==> config.mk <==
export PLATFORM = sky130hd
export DESIGN_NAME = fifo_rd_stream
export DESIGN_NICKNAME = d
export VERILOG_FILES = /design/src/rtl/fifo_rd_stream.sv
export SDC_FILE = /design/constraint.sdc
export NUM_CORES = 1
export LEC_CHECK = 0
export CAP_MARGIN = 5
export CORE_UTILIZATION = 45
export CTS_CLUSTER_DIAMETER = 50
export DETAILED_ROUTE_END_ITERATION = 10
export PLACE_DENSITY = 0.78
export SLEW_MARGIN = 25
export SYNTH_ARGS = -nofsm -noshare
export SYNTH_HDL_FRONTEND = slang
export SYNTH_SLANG_ARGS = --single-unit
==> constraint.sdc <==
create_clock -name i_clk -period 3 [get_ports i_clk]
set_input_delay 0.6 -clock i_clk [delete_from_list [all_inputs] [get_ports i_clk]]
set_output_delay 0.6 -clock i_clk [all_outputs]
set_load 0.05 [all_outputs]
==> src/rtl/fifo_rd_stream.sv <==
// -----------------------------------------------------------------------------
// fifo_rd_stream
//
// Read-side consumer for async_fifo, living entirely in the FIFO read clock
// domain. It issues read requests to the FIFO, captures the registered read
// data one cycle after each accepted read, and presents the words downstream
// as a valid/ready stream through a 2-entry skid buffer. Sustains one word per
// cycle and never drops or duplicates a word under backpressure.
//
// Optional feature (compile-time macro FIFO_RD_STREAM_STATS_EN):
//   defined   -> o_word_cnt counts delivered words (pops), wrapping modulo
//                2^CNT_WIDTH; cleared by reset only, not by i_flush.
//   undefined -> o_word_cnt is tied to zero and no counter flops exist.
//
// Parameters:
//   LOGIC_SIZE  data word width, must match the FIFO's LOGIC_SIZE
//   CNT_WIDTH   width of the delivered-word counter
//
// Ports:
//   i_clk          FIFO read clock (shared with async_fifo i_rclk)
//   i_rst_n        asynchronous active-low reset
//   o_fifo_rr      read request to the FIFO
//   i_fifo_rdata   FIFO registered read data
//   i_fifo_rempty  FIFO empty flag
//   i_flush        synchronous discard of buffered and in-flight words
//   o_valid        stream data valid
//   i_ready        downstream ready
//   o_data         stream data (head of the skid buffer)
//   o_word_cnt     delivered-word count (zero unless the macro is defined)
// -----------------------------------------------------------------------------
module fifo_rd_stream #(
  parameter int LOGIC_SIZE = 8,
  parameter int CNT_WIDTH  = 16
) (
  input  logic                  i_clk,
  input  logic                  i_rst_n,
  output logic                  o_fifo_rr,
  input  logic [LOGIC_SIZE-1:0] i_fifo_rdata,
  input  logic                  i_fifo_rempty,
  input  logic                  i_flush,
  output logic                  o_valid,
  input  logic                  i_ready,
  output logic [LOGIC_SIZE-1:0] o_data,
  output logic [CNT_WIDTH-1:0]  o_word_cnt
);

  logic [1:0]            count_reg, count_next;
  logic                  inflight_reg;
  logic [LOGIC_SIZE-1:0] entry0_reg, entry0_next;  // head
  logic [LOGIC_SIZE-1:0] entry1_reg, entry1_next;
  logic                  push;
  logic                  pop;
  logic [2:0]            level_after_pop;

  assign pop     = o_valid & i_ready;
  assign push    = inflight_reg;
  assign o_valid = (count_reg != 2'd0);
  assign o_data  = entry0_reg;

  // Occupancy the buffer will have once this cycle's pop leaves, counting the
  // word already on its way back from the FIFO. A new read is only issued if
  // that word still fits; using the pop here (i_ready -> o_fifo_rr path) is
  // what keeps full throughput with only two entries.
  assign level_after_pop = {1'b0, count_reg} + {2'b00, inflight_reg} - {2'b00, pop};
  assign o_fifo_rr       = ~i_flush & ~i_fifo_rempty & (level_after_pop < 3'd2);

  always_comb begin
    count_next  = count_reg;
    entry0_next = entry0_reg;
    entry1_next = entry1_reg;
    if (i_flush) begin
      // The word returning this cycle (if any) is dropped along with the
      // buffered ones; entry contents are left stale since count gates them.
      count_next = 2'd0;
    end else begin
      case ({push, pop})
        2'b10: begin
          if (count_reg == 2'd0) entry0_next = i_fifo_rdata;
          else                   entry1_next = i_fifo_rdata;
          count_next = count_reg + 2'd1;
        end
        2'b01: begin
          entry0_next = entry1_reg;
          count_next  = count_reg - 2'd1;
        end
        2'b11: begin
          if (count_reg == 2'd1) begin
            entry0_next = i_fifo_rdata;
          end else begin
            entry0_next = entry1_reg;
            entry1_next = i_fifo_rdata;
          end
        end
        default: ;
      endcase
    end
  end

  always_ff @(posedge i_clk or negedge i_rst_n) begin
    if (!i_rst_n) begin
      count_reg    <= 2'd0;
      inflight_reg <= 1'b0;
      entry0_reg   <= '0;
      entry1_reg   <= '0;
    end else begin
      count_reg    <= count_next;
      inflight_reg <= o_fifo_rr & ~i_fifo_rempty;
      entry0_reg   <= entry0_next;
      entry1_reg   <= entry1_next;
    end
  end

  // A returning word must always find a free entry.
  a_no_push_when_full : assert property (
    @(posedge i_clk) disable iff (!i_rst_n) !(push && count_reg == 2'd2)
  );

`ifdef FIFO_RD_STREAM_STATS_EN
  localparam logic [CNT_WIDTH-1:0] CNT_ONE = {{(CNT_WIDTH-1){1'b0}}, 1'b1};

  logic [CNT_WIDTH-1:0] word_cnt_reg;

  always_ff @(posedge i_clk or negedge i_rst_n) begin
    if (!i_rst_n)  word_cnt_reg <= '0;
    else if (pop)  word_cnt_reg <= word_cnt_reg + CNT_ONE;
  end

  assign o_word_cnt = word_cnt_reg;
`else
  assign o_word_cnt = '0;
`endif

endmodule

**After elaboration in Yosys (flattened, before gate mapping)**

Index checks and enable logic that the tools add are counted.
W data, S select, Z words.

- Bits in registers: 19
- Bits in latches: 0
- RAM bits: 0
- Memory bits (read-only): 0
- Input bits: 13
- Memories: 0

- Add/sub/neg operators: 4
- Multipliers: 0
- Divide/modulo/power cells: 0
- Magnitude comparators: 1
- Eq/ne operators: 7
- Shift operators: 0
- Muxes and demuxes: 8
- Bitwise gates (word level): 6
- Reduce and logical (&&, ||, !) cells: 7

Operators with widths:

| cell | number |
|---|---|
| $mux W8 | 4 |
| $pmux W8 S3 | 1 |
| $pmux W8 S2 | 1 |
| $ne A2 B2 Y1 const B | 3 |
| $reduce_bool A3 Y1 | 2 |
| $and A1 B1 Y1 | 4 |
| $eq A2 B1 Y1 const B | 2 |
| $eq A2 B2 Y1 const B | 2 |
| $pmux W2 S2 | 1 |
| $reduce_and A4 Y1 | 1 |
| $reduce_bool A2 Y1 | 2 |
| $add A2 B1 Y3 | 1 |
| $lt A3 B2 Y1 const B | 1 |
| $reduce_and A3 Y1 | 1 |
| $sub A3 B1 Y3 | 1 |
| $add A2 B1 Y2 const B | 1 |
| $logic_not A2 Y1 | 1 |
| $mux W2 | 1 |
| $not A1 Y1 | 2 |
| $sub A2 B1 Y2 const B | 1 |

**Logic depth before layout (Yosys ltp)**

- Word-level depth: 6
- Depth in mapped cells: 8
- Mapped depth without buffers: 8

**Worst setup path after synthesis**

Ideal clock, no wire load.

- Path kind: reg-to-output
- Start: register count_reg[1]
- End: output port o_fifo_rr
- Data arrival time: 3.495 ns
- Path slack: -1.095 ns
- Stages on the path, launching flop included: 9
- Buffers on the path: 0
- Cell sequence: dfrtp_1 -> inv_1 -> ha_1 -> and2b_2 -> ha_1 -> nand2b_1 -> fa_1 -> xor2_1 -> nor4b_1

- Cells in the longest elaborated chain, start to end: 5
- Elaborated cells between the ends (all ways): 6

Ends and longest elaborated chain:

| element | RTL line | text |
|---|---|---|
| start: declaration | 47 | `logic [1:0] count_reg, count_next;` |
| start signal: assignment | 106 | `count_reg <= count_next;` |
| branches (longest 2 deep; another with $add A2 B1 Y3) | -- |  |
| $sub A3 B1 Y3 (*) | 64 | `assign level_after_pop = {1'b0, count_reg} + {2'b00, inflight_reg} - {2'b00, pop};` |
| $lt A3 B2 Y1 (*) | 65 | `assign o_fifo_rr = ~i_flush & ~i_fifo_rempty & (level_after_pop < 3'd2);` |
| $and A1 B1 Y1 (*) | 65 |  |
| end: declaration | 37 | `output logic o_fifo_rr,` |

Every way passes the cells marked *.

**Worst setup path in the final report**

Same ends and word-level chain as after synthesis.

==> flow_summary.yaml <==
synth:
  avgSynthCellArea_sq_um: 10.7
  yosys_warnings: 0
  synth_area_leaders: "dfrtp_1 40%, buf_4 10%, a31oi_2 8.4%, mux2_2 6.6%, ha_1 6.3%"
  ys_ff_latch: 19
  post-synth-top-area-fraction_pct: 40.0
  synth_cells: 111
  synth_ff_type: "dfrtp_1"
  yosys.area.top_type: "dfrtp_1"
  yosysSeqAreaShare_pct: 40.0
  synth_edf_count: 0
  syn_area_sq_um: 1190
  async_flop_share_pct: 100
  synth_cell_types: 28
pwr:
  power.internal_uw: 930
  combPwrFrac_pct: 66.4
  power.density_nw_per_um2: 1150
  power_mw: 1.74
  p_leak_nw: 0.645
  p_sw_uw: 807
  peakVddDrop_mv: 0.616
  p_sw_share_pct: 46.5
  seq_power_share_pct: 26.2
  clock_power_share_pct: 7.5
sta:
  fin_crit_ps: 3160
  skew_ps: 1.49
  maxSlewViolCount: 0
  relSlewSlack_pct: 44.9
  final_hold_viol_count: 0
  setup_viol: 1
  setup_ws_ps: -165
  worst_pin_slew_ps: 825
  max_freq_mhz: 316
  rsz0062_at_grt: "true"
  timing.final.crit_share_pct: 105
finish:
  layout-drive-gt1-share_pct: 29.0
  layout.nets: 159
  n_antenna_cell: 0
  final_cells: 168
  area_growth_pct: 27.2
outcome:
  status: "finished with violations"
  violations: "negative setup slack"
setup_path:
  critPathMaxFanout: 2
  critPathLaunchType: "flop"
  regToRegSetupSlack_ps: 760
  crit_type: "reg -> out"
  worstPathArrival_ps: 2560
  end_kind: "primary output"
  cp_data_required_time_ps: 2400
clock_tree:
  ctsHoldBuffers: 0
  cts_made_buffers: 3
  clock_path_buffers: 2
  h-tree-depth: 1
  cts_sinks: 19
  cts_tree: "built"
  clockRootBuffer: "clkbuf_4"
  path_clk_slew_ps: 100
  worstSkewPairLatency_ps: 300
job:
  maxCapViolations: 0
global_routing:
  groute.usage.overall_pct: 18.8
  grt_start_max_net_pins: 20
  grt_antenna_before_repair: 0
  grt_pass1_wl_um: 3700
  grt_overflow_total: 0
  grt_pass1_vias: 801
placement:
  hpwl_um: 1720
  gp_congestion: 0.685
  place_ws_ps: -245
  dp_cells: 161
  port_buffers: 22
die:
  ios: 39
  core_area_sq_um: 2480
  die_w_um: 53.4
  initial_core_util_pct: 48.0
  die_y_um: 53.4
  dieArea_sq_um: 2850
  fp-row-count: 18
route:
  first_iter_violations: 12
  wirelength_um: 2210
  num_vias: 873
  wl_per_cell_um: 13.2
  drcViolationCount: 0
  routed_via_density: 5.20
  first_pass_iters: 4
  ant_nets: 0
min_path:
  min_path_type: "reg -> reg"
-- power groups by stage --
stage | clock network, mW | logic, mW | registers, mW
after CTS | 0.133 | 1.15 | 0.455
after global routing | 0.148 | 1.24 | 0.467
after floorplan | 0 | 0.648 | 0.644
final | 0.130 | 1.15 | 0.455
after global placement | 0 | 1.08 | 0.452
after detailed placement | 0 | 1.12 | 0.459
-- cell usage after synthesis (2+ instances only) --
cell type and instances:
nor2b_1 2, a21oi_1 8, nor4b_1 2, dfrtp_1 19, buf_1 2, nor2_1 2, inv_1 5, mux2_2 7
a31oi_2 8, nand3_1 8, ha_1 6, nand2b_1 3, buf_4 16, o21ai_0 8, a211oi_1 2
-- routing by layer --
layer / wire length, um / GRT usage [%] / vias up
met5: 0 / 0 / -
met4: 46 / 9.21 / 0
met3: 101 / 4.31 / 5
met2: 1130 / 29.0 / 30
met1: 937 / 24.4 / 428
li1: - / - / 410
-- logic make-up (layout without fill, tap and decap cells) --
kind of cell | after synthesis | in the layout | synth area share, %
simple gates | 20 | 20 | 10.4
flops | 19 | 19 | 40.0
other cells | 1 | 16 | 0.315
buf+inv | 26 | 38 | 13.9
xor+xnor | 2 | 2 | 1.47
fa+ha+maj | 7 | 7 | 8.00
mux | 9 | 9 | 8.84
compound gates | 27 | 27 | 17.1
-- placed cells by master, fill, tap and decap left out, types with 6 or more instances in the layout --
| cell | synthesis | layout |
|---|---|---|
| o21ai_0 | 8 | 8 |
| mux2_2 | 7 | 7 |
| nand3_1 | 8 | 8 |
| dfrtp_1 | 19 | 18 |
| a31oi_2 | 8 | 8 |
| conb_1 | 1 | 16 |
| clkdlybuf4s50_1 | 0 | 20 |
| buf_4 | 16 | 6 |
| a21oi_1 | 8 | 8 |
-- critical path, stage by stage (launching register included) --
cell	delay (ps)
dfrtp_2	430
inv_2	80
ha_4	130
and2b_2	240
ha_4	210
nand2b_4	130
fa_2	350
xor2_2	200
nor4b_4	310
buf_12	180
-- path summary, 6_finish.rpt --
path / start / endpoint / depth (start not counted)
worst max-delay path: count_reg[1] / o_fifo_rr / 9
min in group asynchronous: i_rst_n / o_data[3] / 1
max in group asynchronous: i_rst_n / count_reg[1] / 1
worst min register to register: entry1_reg[5] / entry1_reg[5] / 1
worst max register to register: count_reg[1] / entry1_reg[5] / 8
worst min-delay path: entry1_reg[5] / entry1_reg[5] / 1
-- per-stage QoR --
step / setup TNS (ps) / cell area, sq um / utilization [%] / hold slack, ps
after detailed placement: -245 / 1450 / 58.6 / 483
after global placement: -205 / 1450 / 58.6 / 471
final: -165 / 1510 / 61.0 / 507
after floorplan: -52.6 / 1300 / - / 304
after global routing: -258 / 1510 / 61.0 / 518
after CTS: -175 / 1500 / 60.6 / 507
-- layout make-up --
class / count / area (sq um)
fillers: 200 / 966
multi-input cells: 81 / 674
repair buffers: 28 / 274
flip-flops and latches: 19 / 477
clock buffers: 4 / 26.3
well taps: 30 / 37.5
inverters: 6 / 22.5
-- timing repair --
action / in CTS / in global routing
pin swaps: 4 / 0
resized for setup: 2 / 1
buffers inserted: 3 / 0
endpoints found under the setup margin: 1 / 1
Note: power is estimated with default switching activity, not from simulation.
